$ cat config.mk
export PLATFORM = sky130hd
export DESIGN_NAME = alu_seq_exec
export DESIGN_NICKNAME = d
export VERILOG_FILES = /design/src/rtl/alu_pkg.sv /design/src/rtl/alu_seq_exec.sv
export SDC_FILE = /design/constraint.sdc
export NUM_CORES = 1
export LEC_CHECK = 0
export BUFFER_PORTS_ARGS = -buffer_cell sky130_fd_sc_hd__buf_2
export CORE_MARGIN = 2
export CORE_UTILIZATION = 35
export CTS_BUF_LIST = sky130_fd_sc_hd__clkbuf_16
export CTS_CLUSTER_SIZE = 25
export DETAILED_ROUTE_END_ITERATION = 8
export GPL_TIMING_DRIVEN = 0
export SYNTH_ARGS = -nofsm -noshare
export SYNTH_HDL_FRONTEND = slang
export SYNTH_SLANG_ARGS = --single-unit
$ cat constraint.sdc
create_clock -name clk -period 2.2 [get_ports clk]
set_input_delay 0.11 -clock clk [delete_from_list [all_inputs] [get_ports clk]]
set_output_delay 0.11 -clock clk [all_outputs]
set_load 0.05 [all_outputs]
$ cat src/rtl/alu_pkg.sv
// Shared definitions for the sequential ALU execution stage: opcodes, FSM
// state encodings and the default datapath width.
package alu_pkg;

    localparam int unsigned ALU_WIDTH = 5;

    localparam logic OP_NOT = 1'b0;
    localparam logic OP_ROL = 1'b1;

    typedef enum logic [1:0] {
        ST_IDLE = 2'b00,
        ST_ROT  = 2'b01,
        ST_DONE = 2'b10
    } alu_state_e;

endpackage

$ cat src/rtl/alu_seq_exec.sv
// Sequential ALU stage: single-cycle NOT and iterative rotate-left (one bit per
// cycle), with registered result/flag and a one-cycle valid pulse in DONE.
module alu_seq_exec
    import alu_pkg::*;
#(
    parameter int unsigned WIDTH = ALU_WIDTH,
    parameter int unsigned CNT_W = 5
) (
    input  logic             clk,
    input  logic             reset_n,
    input  logic [WIDTH-1:0] A,
    input  logic [WIDTH-1:0] B,
    input  logic             OP,
    input  logic             start,
    output logic [WIDTH-1:0] result,
    output logic             flag,
    output logic             busy,
    output logic             valid
);

    alu_state_e       state_q, state_d;
    logic [WIDTH-1:0] shreg_q, shreg_d;
    logic [CNT_W-1:0] cnt_q, cnt_d;
    logic [WIDTH-1:0] result_q, result_d;
    logic             flag_q, flag_d;
    logic [WIDTH-1:0] shreg_rol;

    assign shreg_rol = {shreg_q[WIDTH-2:0], shreg_q[WIDTH-1]};

    always_comb begin
        state_d  = state_q;
        shreg_d  = shreg_q;
        cnt_d    = cnt_q;
        result_d = result_q;
        flag_d   = flag_q;

        unique case (state_q)
            ST_ROT: begin
                shreg_d = shreg_rol;
                cnt_d   = cnt_q - CNT_W'(1);
                // Full B iterations even when B >= WIDTH; the rotation wraps naturally.
                if (cnt_q == CNT_W'(1)) begin
                    result_d = shreg_rol;
                    flag_d   = |shreg_rol;
                    state_d  = ST_DONE;
                end
            end
            default: begin
                // IDLE and DONE both accept a new op, so start held high streams ops.
                if (start) begin
                    unique case (OP)
                        OP_NOT: begin
                            result_d = ~A;
                            flag_d   = |(~A);
                            state_d  = ST_DONE;
                        end
                        OP_ROL: begin
                            if (B == '0) begin
                                result_d = A;
                                flag_d   = |A;
                                state_d  = ST_DONE;
                            end else begin
                                shreg_d = A;
                                cnt_d   = CNT_W'(B);
                                state_d = ST_ROT;
                            end
                        end
                    endcase
                end else begin
                    state_d = ST_IDLE;
                end
            end
        endcase
    end

    always_ff @(posedge clk or negedge reset_n) begin
        if (!reset_n) begin
            state_q  <= ST_IDLE;
            shreg_q  <= '0;
            cnt_q    <= '0;
            result_q <= '0;
            flag_q   <= 1'b0;
        end else begin
            state_q  <= state_d;
            shreg_q  <= shreg_d;
            cnt_q    <= cnt_d;
            result_q <= result_d;
            flag_q   <= flag_d;
        end
    end

    assign result = result_q;
    assign flag   = flag_q;
    assign busy   = (state_q == ST_ROT);
    assign valid  = (state_q == ST_DONE);

endmodule

==> results.ini, run 1 <==
[critical_path]
crit_type=flop to output pin
crit_fanout=10
critPathLaunchType=flop
critPathCaptureType=output pin
arrival_ps=1570
worstPathRequired_ps=2090

[synth]
yosys.area.top_type=dfrtp_1
yosysSeqAreaShare=0.454
synthCells=93
synth_fp_nets=109
synth_warnings=0
synth_top_area_share=0.454
syn_area_per_cell_um2=10.7
yosysUniqueCellTypes=30
ys_top_cells_by_area=dfrtp_1 (45%), a21oi_1 (8.1%), mux2_2 (6.8%)
ys_ff_latch=18
syn_area_um2=992

[global_route]
grt.overflow.total=0
grt_max_degree=19
antenna_found_initial=0
grt_pass1_wl_um=3910
grt_pass1_vias=808
track_usage=0.158

[layout]
final_area_um2=1220
nFillCells=268
layout-drive-gt1-share=0.305
fin_cells=149
diodes=0
layout.nets=135
area_delta_synth_final_pct=23.0

[sta]
finalCriticalPeriod_ps=1680
fin_crit_sh=0.766
grt_setup_unrepaired=false
timing.setup.tns_ps=0
max_slew_margin=0.689
hold_violations=0
slew_viol_final=0
finClkSkew_ps=3.87
max_freq_mhz=594
tightest_slew_ps=467
holdWs_ps=174
setup_viol=0

[placement]
dpl.hpwl_um=1600
placed_cells=144
place.gp.congestion=0.788
place_area_um2=1130
portBuffers=20

[cts]
htree_levels=1
clkTransAtPathRegs_ps=50
ctsHoldBuffers=1
cts_tree=yes
numCtsBuffers=3
insertion_delay_ps=250
ctsResizeCount=0
clock_sinks=18
ctsLongestPathBuffers=2
post_cts_buffers=0
cts_root_buf=clkbuf_16

[run]
max-cap-violations=0

[detailed_routing]
vias_per_cell=5.55
drt-pass1-iter-count=4
vias=827
post_drt_wl_per_cell_um=14.9
drtIter0Drc=28
wl_um=2220
drc=0
drtAntennaViolNets=0

[floorplan]
core_area_um2=2730
die_y_um=57.2
start_util=0.363
num_rows=19
die_w_um=57.2
io_pins=22
die-area_um2=3280

[power_and_ir_drop]
pwr_density_cell_nw_per_um2=1420
p_leak_uw=0.000528
ir_drop_uv=756

[status]
status=completed

[worst_hold_path]
hp-class=primary input to flop

==> layout by cell type (no fill, tap or decap), types with 4 or more instances in the layout <==
cell type | netlist | final
xor2_1 | 6 | 6
a21oi_1 | 16 | 16
mux2_2 | 6 | 6
a221oi_1 | 4 | 4
dfrtp_1 | 18 | 18
inv_1 | 4 | 4
nor2_1 | 6 | 6
mux2i_1 | 5 | 5
buf_2 | 1 | 21
==> flip-flops by register name, indices dropped and copies added, names as in the netlist <==
signal / cells
shreg_q: 5
flag: 1
state_q: 2
cnt_q: 5
result: 5
==> synthesized netlist by cell type <==
cell type  count
or4b_1         1
and2_0         1
or4_4          1
ha_1           2
inv_1          4
xnor2_1        2
or4_1          1
buf_4          1
nor4_1         1
nor3_1         3
a221oi_1       4
nand2b_1       1
a21oi_1       16
clkbuf_1       2
o211ai_1       1
mux2_2         6
xor2_1         6
mux2i_1        5
dfrtp_1       18
nor2_1         6
nand4_1        1
buf_2          1
o21ai_2        2
nor2b_1        1
clkbuf_4       1
a31oi_4        1
o21ai_0        1
and4b_1        1
nand2_1        1
nor4b_1        1
==> routing by layer <==
layer  up-vias  track usage  wire, um
li1        391            -         -
met3         5       0.0295       138
met1       401        0.229      1030
met4         0       0.0664        33
met2        30        0.230      1030
met5         -            0         0
==> report_power, final <==
| group | switching, uW | total (uW) | internal, uW |
|---|---|---|---|
| clock network | 124 | 366 | 242 |
| registers | 107 | 586 | 479 |
| logic | 510 | 784 | 274 |
| total | 741 | 1740 | 995 |
==> worst paths after layout <==
kind                            startpoint        end  slack [ps]  depth (start not counted)
worst max-delay path            state_q[1]       busy         520                          4
worst min-delay path                  B[0]   cnt_q[0]         170                          3
worst max register to register    cnt_q[0]  result[3]         550                          4
worst min register to register        flag       flag         500                          1
max in group asynchronous          reset_n  result[3]        1570                          2
min in group asynchronous          reset_n   cnt_q[3]         330                          2
==> cell type report <==
class	count	area (um^2)	area share
Tap cell	31	38.8	0.0318
Sequential cell	18	450	0.369
Clock buffer	3	75.1	0.0615
Timing Repair Buffer	21	110	0.0903
Multi-Input combinational cell	66	499	0.409
Clock inverter	1	3.75	0.00308
Inverter	4	15.0	0.0123
Buffer	5	27.5	0.0226
==> worst max-delay path, stage by stage, from the launching register on <==
cell and delay [ps]:
dfrtp_1 360, nand2b_1 150, inv_1 120, clkbuf_1 350, buf_2 340
==> through the flow <==
step	util	power [uW]	setup slack, ps
after floorplan	-	1180	673
final	0.446	1740	516
after CTS	0.446	1750	503
after global placement	0.414	1360	555
after global routing	0.446	1860	395
after detailed placement	0.414	1380	540
==> kinds of logic after synthesis <==
logic type                 after synthesis  share of synthesized area
buffers and inverters                    9                     0.0429
AOI/OAI and AO/OA                       25                      0.168
adders and majority gates                2                     0.0252
DFF                                     18                      0.454
muxes                                   11                      0.119
and+or+nand+nor                         20                      0.121
xor gates and xnor gates                 8                     0.0706
No activity file was read; power rests on OpenSTA's default activity.
==> inputs of run 2 (changes only) <==
clock period = 1.4 ns   (was 2.2 ns; I/O delays follow)
==> run 2 against run 1 <==
Compared with the run above:
- the flow now finishes with violations (negative setup slack)
- cell count up 5.4%
- worst hold slack worse by 37 ps
- die area is the same
- via count rose by 0.60%
- cell area increased by 10%
- routed wire length rose by 3.6%
- clock power increased by 57%
- non-clock buffer count rose by 8
- power increased by 73%
- combinational power grew 91%
- critical path type is now flop to flop
- largest cell class unchanged
- largest power group unchanged
- highest routed layer unchanged
==> results.ini, run 2 (same netlist as run 1, synthesis figures left out) <==
[detailed_routing]
drc=0
drt-pass1-iter-count=4
post_drt_wl_per_cell_um=14.7
drtAntennaViolNets=0
vias_per_cell=5.30
drtIter0Drc=18
vias=832
wl_um=2300

[cts]
htree_levels=1
clkTransAtPathRegs_ps=50
insertion_delay_ps=250
ctsLongestPathBuffers=2
clock_sinks=18
cts_tree=yes
cts_root_buf=clkbuf_16
numCtsBuffers=3

[layout]
final_cell_mix=buf_2 (20), dfrtp_1 (18), a21oi_1 (16)
area_delta_synth_final_pct=35.4
final_area_um2=1340
fin_cells=157
layout.nets=143
diodes=0
layout-drive-gt1-share=0.413
final_common_cell=buf_2

[global_route]
grt_pass1_wl_um=3920
antenna_found_initial=0
grt_pass1_vias=850
grt_max_degree=19
grt.overflow.total=0
track_usage=0.155

[status]
violations=negative setup slack
status=finished, violations left

[sta]
fin_crit_sh=1.12
setup_viol=6
max_slew_margin=0.726
timing.setup.tns_ps=-901
max_freq_mhz=637
tightest_slew_ps=411
finClkSkew_ps=1.10
grt_setup_unrepaired=true
slew_viol_final=0
hold_violations=0
finalCriticalPeriod_ps=1570
worst_slack_ps=-171

[floorplan]
start_util=0.363
die_y_um=57.2
io_pins=22
die_w_um=57.2
num_rows=19
core_area_um2=2730
die-area_um2=3280

[critical_path]
critPathLaunchType=flop
cpPeakStageDelay_ps=550
path_delay_family=simple AND/OR/NAND/NOR gates
crit_type=flop to flop
worstPathRequired_ps=1530
critPathCaptureType=flop
slowest_stage=or4_4
cp_cell_sequence=or4_4, nor3_4, nor3_2, mux2_4
arrival_ps=1700
path_buf_inv=0
crit_fanout=2

[placement]
portBuffers=20
place.gp.congestion=0.779
placed_cells=144
dpl.hpwl_um=1510
place_area_um2=1140

[worst_hold_path]
hp-class=primary input to flop

[power_and_ir_drop]
ir_drop_uv=1200
pwr_density_cell_nw_per_um2=2230
p_leak_uw=0.000610
total_power_uw=2990

[run]
max-cap-violations=0

## run 2: worst register-to-register path: cells and delay by family (launching register included)
kind	cells	cell delay, ps
flip-flops	1	380
multiplexers	1	270
AND/OR/NAND/NOR	3	800
## run 2: cell type report
type,instances,area [um^2]
timing repair buffer,29,189
inverter,4,15.0
clock buffer,3,75.1
clock inverter,1,3.75
tap,31,38.8
fill,265,1390
sequential,18,450
buffer,5,35.0
multi-input combinational,66,537
## run 2: routing by layer
metal | track usage | wire (um) | vias up | part of all wire
met1 | 0.197 | 1060 | 405 | 0.46
met5 | 0 | 0 | - | 0
met4 | 0.0498 | 22 | 0 | 0.0095
met3 | 0.0295 | 76 | 2 | 0.033
li1 | - | - | 406 | -
met2 | 0.266 | 1150 | 19 | 0.50
## run 2: worst paths after layout
check	startpoint	to	slack [ps]	cells past startpoint
max	shreg_q[0]	flag	-170	4
min	B[0]	cnt_q[0]	140	3
max reg2reg	shreg_q[0]	flag	-170	4
min reg2reg	result[4]	result[4]	500	1
max in group asynchronous	reset_n	cnt_q[3]	830	2
min in group asynchronous	reset_n	cnt_q[4]	290	2
## run 2: timing repair
item | in CTS | in global routing
pin swaps | 1 | 3
setup buffers | 7 | 1
resized for setup | 9 | 7
hold buffers | 1 | 0
hold endpoints to repair | 18 | 0
endpoints found under the setup margin | 8 | 9
## run 2: power breakdown
part	switching, uW	internal [uW]
combinational	884	619
sequential	162	752
clock	197	380
## run 2: stage by stage
| step | util | hold WS, ps | worst slack [ps] |
|---|---|---|---|
| after global routing | 0.492 | 175 | -215 |
| after global placement | 0.416 | 27.0 | -200 |
| after detailed placement | 0.416 | 29.8 | -217 |
| final | 0.492 | 137 | -171 |
| after floorplan | - | -226 | -85.9 |
| after CTS | 0.482 | 139 | -140 |
==> inputs of run 3 (changes only) <==
TNS_END_PERCENT = 1   (was not set)
==> run 3 against run 2 <==
Compared with the run above:
- the run still ends with negative setup slack left
- clock power decreased by 2%
- critical path depth increased by 2
- register-to-register slack improved by 40 ps
- setup slack improved by 36 ps
- highest routed layer unchanged
==> results.ini, run 3 (same netlist as run 1, synthesis figures left out) <==
[placement]
portBuffers=20
place.gp.congestion=0.796
place_area_um2=1130
dpl.hpwl_um=1600
placed_cells=144
dpl_worst_slack_ps=-262

[critical_path]
critPathLaunchType=flop
crit_type=flop to flop
cp_cell_sequence=nand2b_1, inv_2, and4b_2, a31oi_4, buf_12, mux2_4
r2r_slack_ps=-130
crit_fanout=7
path_buf_inv=2
path_delay_family=flip-flops
worstPathRequired_ps=1530
critPathCaptureType=flop
arrival_ps=1670
cpPeakStageDelay_ps=370
slowest_stage=dfrtp_1

[cts]
ctsLongestPathBuffers=2
insertion_delay_ps=250
cts_root_buf=clkbuf_16
clock_sinks=18
numCtsBuffers=3
clkTransAtPathRegs_ps=50
htree_levels=1
cts_tree=yes

[power_and_ir_drop]
combPwrFrac=0.506
clock_power_share=0.188
pwr_density_cell_nw_per_um2=2250
seqPwrFrac=0.306
ir_drop_uv=1360
intPower_uw=1780
p_switching_uw=1240
swShare=0.412
p_leak_uw=0.000617

[detailed_routing]
wl_um=2380
vias_per_cell=5.34
vias=839
drtAntennaViolNets=0
drc=0
drt-pass1-iter-count=4
post_drt_wl_per_cell_um=15.2
drtIter0Drc=18

[sta]
max_slew_margin=0.717
tightest_slew_ps=424
slew_viol_final=0
hold_violations=0
fin_crit_sh=1.10
setup_viol=6
max_freq_mhz=652
grt_setup_unrepaired=true
finClkSkew_ps=3.47
worst_slack_ps=-135
finalCriticalPeriod_ps=1530
holdWs_ps=133

[layout]
final_cell_mix=buf_2 (20), dfrtp_1 (18), a21oi_1 (16)
area_delta_synth_final_pct=35.3
final_common_cell=buf_2
nFillCells=254
layout-drive-gt1-share=0.421
fin_cells=157
diodes=0
final_area_um2=1340
utilization=0.491
layout.nets=144

[global_route]
grt.overflow.total=0
use_met2=0.258
antenna_found_initial=0
met1_usage=0.201
grt_pass1_vias=916
grt_max_degree=19
use_met3=0.0408
grt_busiest_layer=met2
track_usage=0.161
grt_pass1_wl_um=3990

[worst_hold_path]
hp-class=primary input to flop

[floorplan]
core_area_um2=2730
die-area_um2=3280
start_util=0.363
num_rows=19
die_w_um=57.2
io_pins=22
die_y_um=57.2

[status]
violations=negative setup slack
status=finished, violations left

[run]
max-cap-violations=0

## run 3: layout make-up
type	count	area [um^2]	area share
multi-input combinational	66	534	0.398
sequential	18	450	0.336
timing repair buffer	30	196	0.146
clock buffer	3	75.1	0.0559
tap	31	38.8	0.0289
buffer	5	32.5	0.0242
inverter	4	15.0	0.0112
## run 3: power by group through the flow
stage / Sequential, uW / Combinational [uW] / Clock [uW]
6_report: 924 / 1530 / 567
5_1_grt: 948 / 1640 / 603
4_1_cts: 913 / 1460 / 575
3_5_place_dp: 919 / 1260 / 0
3_3_place_gp: 911 / 1230 / 0
2_1_floorplan: 1150 / 712 / 0
## run 3: worst paths after layout
check | from | depth (start not counted) | to
setup / recovery | state_q[0] | 6 | result[2]
hold / removal | B[0] | 3 | cnt_q[0]
setup reg to reg | state_q[0] | 6 | result[2]
hold reg to reg | result[4] | 1 | result[4]
max in group asynchronous | reset_n | 2 | cnt_q[2]
min in group asynchronous | reset_n | 2 | cnt_q[3]
## run 3: metrics by stage
| step | power, uW | TNS, ps |
|---|---|---|
| 2_1_floorplan | 1860 | -697 |
| 3_3_place_gp | 2140 | -2020 |
| 3_5_place_dp | 2180 | -2370 |
| 4_1_cts | 2950 | -929 |
| 5_1_grt | 3190 | -1070 |
| 6_report | 3020 | -785 |
## run 3: routing by layer
layer	routed length, um	part of all wire
met3	114	0.048
met1	1150	0.48
met2	1060	0.44
met4	56	0.024
met5	0	0
## run 3: timing repair
| action | in CTS | in global routing |
|---|---|---|
| hold buffers | 1 | 0 |
| gates resized for setup | 14 | 2 |
| hold endpoints to repair | 18 | 0 |
| endpoints found under the setup margin | 7 | 7 |
| pin swaps | 1 | 1 |
| setup buffers | 4 | 5 |
## run 3: worst reg2reg max path, delay by kind of cell, from the launching register on
family	cells	cell delay, ps
AOI/OAI and AO/OA	1	170
and+or+nand+nor	2	370
muxes	1	300
buffers and inverters	2	200
DFF	1	370
